$ cat src/rtl/spi_reg_master.sv
// SPI master issuing two-byte register frames (command byte, data byte) to the SPI register slave.
// Start/done handshake on the host side. All outputs come from registers; spi_clk is clk_q XOR latched CPOL.
module spi_reg_master #(
  parameter int ADDR_W  = 3,
  parameter int REG_W   = 8,
  parameter int CLK_DIV = 4
) (
  input  logic              clk,
  input  logic              rstb,
  input  logic              ena,
  input  logic [1:0]        mode,
  input  logic              start,
  input  logic              rw,
  input  logic [ADDR_W-1:0] addr,
  input  logic [REG_W-1:0]  wdata,
  output logic              busy,
  output logic              done,
  output logic [REG_W-1:0]  rdata,
  output logic [7:0]        status_o,
  output logic              spi_clk,
  output logic              spi_mosi,
  input  logic              spi_miso,
  output logic              spi_cs_n
);

  localparam int HC_W = (CLK_DIV > 1) ? $clog2(CLK_DIV) : 1;
  localparam logic [HC_W-1:0] HC_LAST = HC_W'(CLK_DIV - 1);

  typedef enum logic [2:0] {
    S_IDLE, S_SETUP, S_BYTE0, S_GAP, S_BYTE1, S_HOLD, S_RECOVER
  } state_t;

  state_t            state_r, state_nx_s;
  logic [HC_W-1:0]   hc_r;
  logic [4:0]        ec_r, edge_num_s;
  logic              clk_q_r, cpol_r, cpha_r, rw_r;
  logic [REG_W-1:0]  wdata_r, rdata_r;
  logic [7:0]        tx_r, rx_r, status_r, cmd_s;
  logic              mosi_r, cs_n_r, busy_r, done_r;
  logic              hc_last_s, is_byte_s, half2_s;
  logic              enter_byte_s, exit_byte_s, mid_edge_s, edge_s, sample_s, shift_s;

  // Next-state decode plus per-cycle edge/sample/shift strobes.
  always_comb begin
    state_nx_s   = state_r;
    hc_last_s    = (hc_r == HC_LAST);
    is_byte_s    = (state_r == S_BYTE0) || (state_r == S_BYTE1);
    half2_s      = hc_last_s && (ec_r == 5'd1);
    enter_byte_s = 1'b0;
    exit_byte_s  = 1'b0;
    mid_edge_s   = 1'b0;
    cmd_s        = 8'(addr);
    cmd_s[7]     = rw;
    case (state_r)
      S_IDLE: begin
        if (start) state_nx_s = S_SETUP;
        else       state_nx_s = S_IDLE;
      end
      S_SETUP: begin
        if (hc_last_s) begin
          state_nx_s   = S_BYTE0;
          enter_byte_s = 1'b1;
        end else begin
          state_nx_s = S_SETUP;
        end
      end
      S_BYTE0, S_BYTE1: begin
        if (hc_last_s && (ec_r == 5'd16)) begin
          state_nx_s  = (state_r == S_BYTE0) ? S_GAP : S_HOLD;
          exit_byte_s = 1'b1;
        end else if (hc_last_s) begin
          mid_edge_s = 1'b1;
        end else begin
          state_nx_s = state_r;
        end
      end
      S_GAP: begin
        if (half2_s) begin
          state_nx_s   = S_BYTE1;
          enter_byte_s = 1'b1;
        end else begin
          state_nx_s = S_GAP;
        end
      end
      S_HOLD: begin
        if (hc_last_s) state_nx_s = S_RECOVER;
        else           state_nx_s = S_HOLD;
      end
      S_RECOVER: begin
        if (half2_s) state_nx_s = S_IDLE;
        else         state_nx_s = S_RECOVER;
      end
      default: state_nx_s = S_IDLE;
    endcase
    // Edge 1 of a byte coincides with entering it; later edges start each half-period.
    edge_s     = enter_byte_s || mid_edge_s;
    edge_num_s = enter_byte_s ? 5'd1 : (ec_r + 5'd1);
    sample_s   = edge_s && (edge_num_s[0] != cpha_r);
    if (cpha_r) shift_s = mid_edge_s && edge_num_s[0];
    else        shift_s = mid_edge_s && !edge_num_s[0] && (edge_num_s != 5'd16);
  end

  // State register.
  always_ff @(posedge clk) begin
    if (!rstb)    state_r <= S_IDLE;
    else if (ena) state_r <= state_nx_s;
  end

  // Counters, shift registers and registered outputs.
  always_ff @(posedge clk) begin
    if (!rstb) begin
      hc_r     <= '0;
      ec_r     <= 5'd0;
      clk_q_r  <= 1'b0;
      cpol_r   <= 1'b0;
      cpha_r   <= 1'b0;
      rw_r     <= 1'b0;
      wdata_r  <= '0;
      tx_r     <= 8'h00;
      rx_r     <= 8'h00;
      mosi_r   <= 1'b0;
      status_r <= 8'h00;
      rdata_r  <= '0;
      cs_n_r   <= 1'b1;
      busy_r   <= 1'b0;
      done_r   <= 1'b0;
    end else if (ena) begin
      if ((state_r == S_IDLE) || hc_last_s) hc_r <= '0;
      else                                  hc_r <= hc_r + HC_W'(1);

      // In GAP/RECOVER the edge counter just marks the second half of the wait.
      if (enter_byte_s)                         ec_r <= 5'd1;
      else if (exit_byte_s || state_r == S_IDLE) ec_r <= 5'd0;
      else if (mid_edge_s)                      ec_r <= ec_r + 5'd1;
      else if ((state_r == S_GAP || state_r == S_RECOVER) && hc_last_s)
        ec_r <= (ec_r == 5'd0) ? 5'd1 : 5'd0;

      if (edge_s)          clk_q_r <= ~clk_q_r;
      else if (!is_byte_s) clk_q_r <= 1'b0;

      if (state_r == S_IDLE) begin
        cpol_r <= mode[1];
        cpha_r <= mode[0];
      end

      if (state_r == S_IDLE && start) begin
        rw_r    <= rw;
        wdata_r <= wdata;
        tx_r    <= cmd_s;
      end else if (exit_byte_s && state_r == S_BYTE0) begin
        tx_r <= rw_r ? 8'(wdata_r) : 8'h00;
      end else if (shift_s) begin
        tx_r <= {tx_r[6:0], 1'b0};
      end

      if (enter_byte_s)                    mosi_r <= tx_r[7];
      else if (shift_s)                    mosi_r <= tx_r[6];
      else if (!is_byte_s || exit_byte_s)  mosi_r <= 1'b0;

      if (sample_s) rx_r <= {rx_r[6:0], spi_miso};
      if (exit_byte_s && state_r == S_BYTE0) status_r <= rx_r;
      if (exit_byte_s && state_r == S_BYTE1 && !rw_r) rdata_r <= rx_r;

      cs_n_r <= (state_nx_s == S_IDLE) || (state_nx_s == S_RECOVER);
      busy_r <= (state_nx_s != S_IDLE);
      done_r <= (state_r == S_HOLD) && (state_nx_s == S_RECOVER);
    end
  end

  assign spi_clk  = clk_q_r ^ cpol_r;
  assign spi_mosi = mosi_r;
  assign spi_cs_n = cs_n_r;
  assign busy     = busy_r;
  assign done     = done_r;
  assign rdata    = rdata_r;
  assign status_o = status_r;

endmodule

$ cat config.mk
export PLATFORM = sky130hd
export DESIGN_NAME = spi_reg_master
export DESIGN_NICKNAME = d
export VERILOG_FILES = /design/src/rtl/spi_reg_master.sv
export SDC_FILE = /design/constraint.sdc
export NUM_CORES = 1
export LEC_CHECK = 0
export CAP_MARGIN = 10
export CORE_UTILIZATION = 40
export DETAILED_ROUTE_END_ITERATION = 16
export SYNTH_ARGS = -nofsm -noshare
export SYNTH_HDL_FRONTEND = slang
export SYNTH_SLANG_ARGS = --single-unit
$ cat constraint.sdc
create_clock -name clk -period 2.8 [get_ports clk]
set_input_delay 0.28 -clock clk [delete_from_list [all_inputs] [get_ports clk]]
set_output_delay 0.28 -clock clk [all_outputs]
set_load 0.03 [all_outputs]
==> results.json <==
{
  "outcome": "completed",
  "synth-seq-cells": 58,
  "power.share.clock": 0.448,
  "max-clock-path-buffers": 2,
  "finalCriticalPeriod_ps": 2360,
  "die_h_um": 87.7,
  "power.density_mw_per_mm2": 507,
  "synth-seq-area-share": 0.395,
  "cts.repair.resized": 0,
  "fin_cells": 462,
  "antenna_found_initial": 0,
  "total_power_mw": 1.81,
  "num_vias": 2364,
  "grt_max_degree": 67,
  "holdBufCountCts": 0,
  "final_antenna_net_count": 0,
  "die_w_um": 87.7,
  "cts_setup_buffers": 0,
  "yosys_most_used_dff": "dfxtp_1",
  "synth_area_leaders": "dfxtp_1 39%, mux2i_1 14%, nor2b_1 8.1%, nand2_1 5.2%, o21ai_0 2.7%",
  "grt_pass1_vias": 2250,
  "hold_viol_final": 0,
  "switching_share": 0.231,
  "cp-start-kind": "flop",
  "rsz0062_at_grt": "false",
  "crit_type": "flop to flop",
  "required_ps": 3060,
  "p_seq_frac": 0.472,
  "drc": 0,
  "leakage_nw": 1.38,
  "clkLatencyLatePin_ps": 330,
  "final_cell_mix": "58 x dfxtp_1, 42 x mux2i_1, 41 x nand2_1",
  "combPwrFrac": 0.081,
  "synth-async-reset-ratio": 0,
  "fmax_mhz": 424,
  "p_int_mw": 1.40,
  "synth_top_cell_area_share": 0.395,
  "fin_nets": 384,
  "setup_viol": 0,
  "syn2layout_area_growth_pct": 21.8,
  "worst_ir_drop_vdd_mv": 0.302,
  "period_share": 0.842,
  "routed_wl_mm": 6.23,
  "cts_root_buffer": "clkbuf_8",
  "p_switching_uw": 419,
  "utilization": 0.516,
  "post-place-ws_ps": 456,
  "finalSetupTns_ps": 0,
  "routed_via_density": 5.12,
  "dp_cells": 446,
  "syn_avg_cell_area_um2": 8.91,
  "cp.arrival_ps": 2620,
  "diodes": 0,
  "drt_iter0_drc": 92,
  "die_area_mm2": 0.00770,
  "core_area_mm2": 0.00694,
  "firstDrtPassIters": 5,
  "initial_core_util": 0.423,
  "finClkSkew_ps": 4.73,
  "maxCapViolations": 0,
  "wl_per_cell_um": 13.5,
  "critical_path.max_fanout": 8,
  "numCtsBuffers": 9,
  "grt_usage": 0.178,
  "gp_congestion": 0.842,
  "ys_warn_count": 0,
  "io_buffer_count": 39,
  "worstMarginPinSlew_ps": 823,
  "drive_above_1_share": 0.0902,
  "drv_slew": 0,
  "mostFrequentLayoutCell": "dfxtp_1",
  "rows": 30,
  "ys_types": 53,
  "io_pins": 40,
  "netlist_area_mm2": 0.00294,
  "clock-sinks": 58,
  "hold_class": "flop to flop",
  "cts_max_level": 3,
  "synth_cells": 330,
  "cts_tree": "yes",
  "max-slew-margin-rel": 0.445,
  "synth_edf_count": 0,
  "syn-num-nets": 353,
  "setup.worst_path.end_class": "flop",
  "fill_cells": 670,
  "post-dp-hpwl_mm": 4.12,
  "synth_top_cell_by_area": "dfxtp_1",
  "fin_ws_ps": 443,
  "clkTransAtPathRegs_ps": 70,
  "grt_overflow": 0,
  "grt_first_pass_wirelength_mm": 10.6
}
critical path, stage by stage (launching register included):
cell,delay (ps)
dfxtp_1,430
inv_2,70
ha_1,190
and4bb_1,300
nand4bb_1,340
nor2_2,250
a22o_1,470
mux2i_1,240
power groups by stage:
stage          Combinational [mW]  Sequential, mW  Clock (mW)
3_3_place_gp                0.145           0.874           0
4_1_cts                     0.147           0.856       0.840
2_1_floorplan              0.0937           0.871           0
3_5_place_dp                0.146           0.874           0
6_report                    0.146           0.856       0.813
5_1_grt                     0.162           0.858       0.883
per-layer routing:
| layer | vias up | wire [um] | track usage | share of wire |
|---|---|---|---|---|
| met5 | - | 0 | 0 | 0 |
| met4 | 0 | 64 | 0.0611 | 0.010 |
| met3 | 9 | 373 | 0.0613 | 0.060 |
| met2 | 64 | 2800 | 0.280 | 0.45 |
| met1 | 1082 | 2990 | 0.228 | 0.48 |
| li1 | 1209 | - | - | - |
synthesized netlist by cell type, types with 3 or more instances:
cell / n
dfxtp_1: 58
mux2i_1: 42
nand2_1: 41
nor2b_1: 38
nor2_1: 18
clkbuf_1: 16
o21ai_0: 16
nand3_1: 13
a21oi_1: 8
o211ai_1: 8
a21boi_0: 6
and2_1: 6
inv_1: 5
ha_1: 4
nor4_1: 4
buf_2: 3
nand3_2: 3
sequential cells by signal, summed over array words and instances (netlist names):
signal	cells
clk_q_r	1
tx_r	8
wdata_r	8
spi_mosi	1
spi_cs_n	1
busy	1
rw_r	1
status_o	8
done	1
cpol_r	1
rx_r	8
state_r	3
cpha_r	1
ec_r	5
hc_r	2
rdata	8
final timing paths:
check	start	endpoint	slack [ps]	cells after the start
worst min register to register	tx_r[0]	tx_r[0]	460	2
worst min-delay path	tx_r[0]	tx_r[0]	460	2
worst max register to register	ec_r[1]	tx_r[1]	440	7
worst max-delay path	ec_r[1]	tx_r[1]	440	7
metrics by stage:
stage,cell area [um^2],hold slack (ps)
global placement,3370,445
floorplan,2940,435
global route,3580,492
finish,3580,459
detailed placement,3370,447
CTS,3580,462
cell type report:
class	instances	area, um^2	area share
sequential	58	1160	0.324
timing repair buffer	43	420	0.117
multi-input combinational	241	1640	0.457
tap	96	120	0.0335
clock inverter	4	48.8	0.0136
clock buffer	12	165	0.0461
inverter	8	30.0	0.00838
logic make-up after synthesis:
family,after synthesis,share of synthesized area
adder cells (fa/ha/maj),4,0.0170
buffers and inverters,31,0.0485
AND/OR/NAND/NOR,134,0.247
AO/OA/AOI/OAI,58,0.140
XOR/XNOR,2,0.00596
multiplexers,43,0.147
flip-flops,58,0.395
Note: power is estimated with default switching activity, not from simulation.
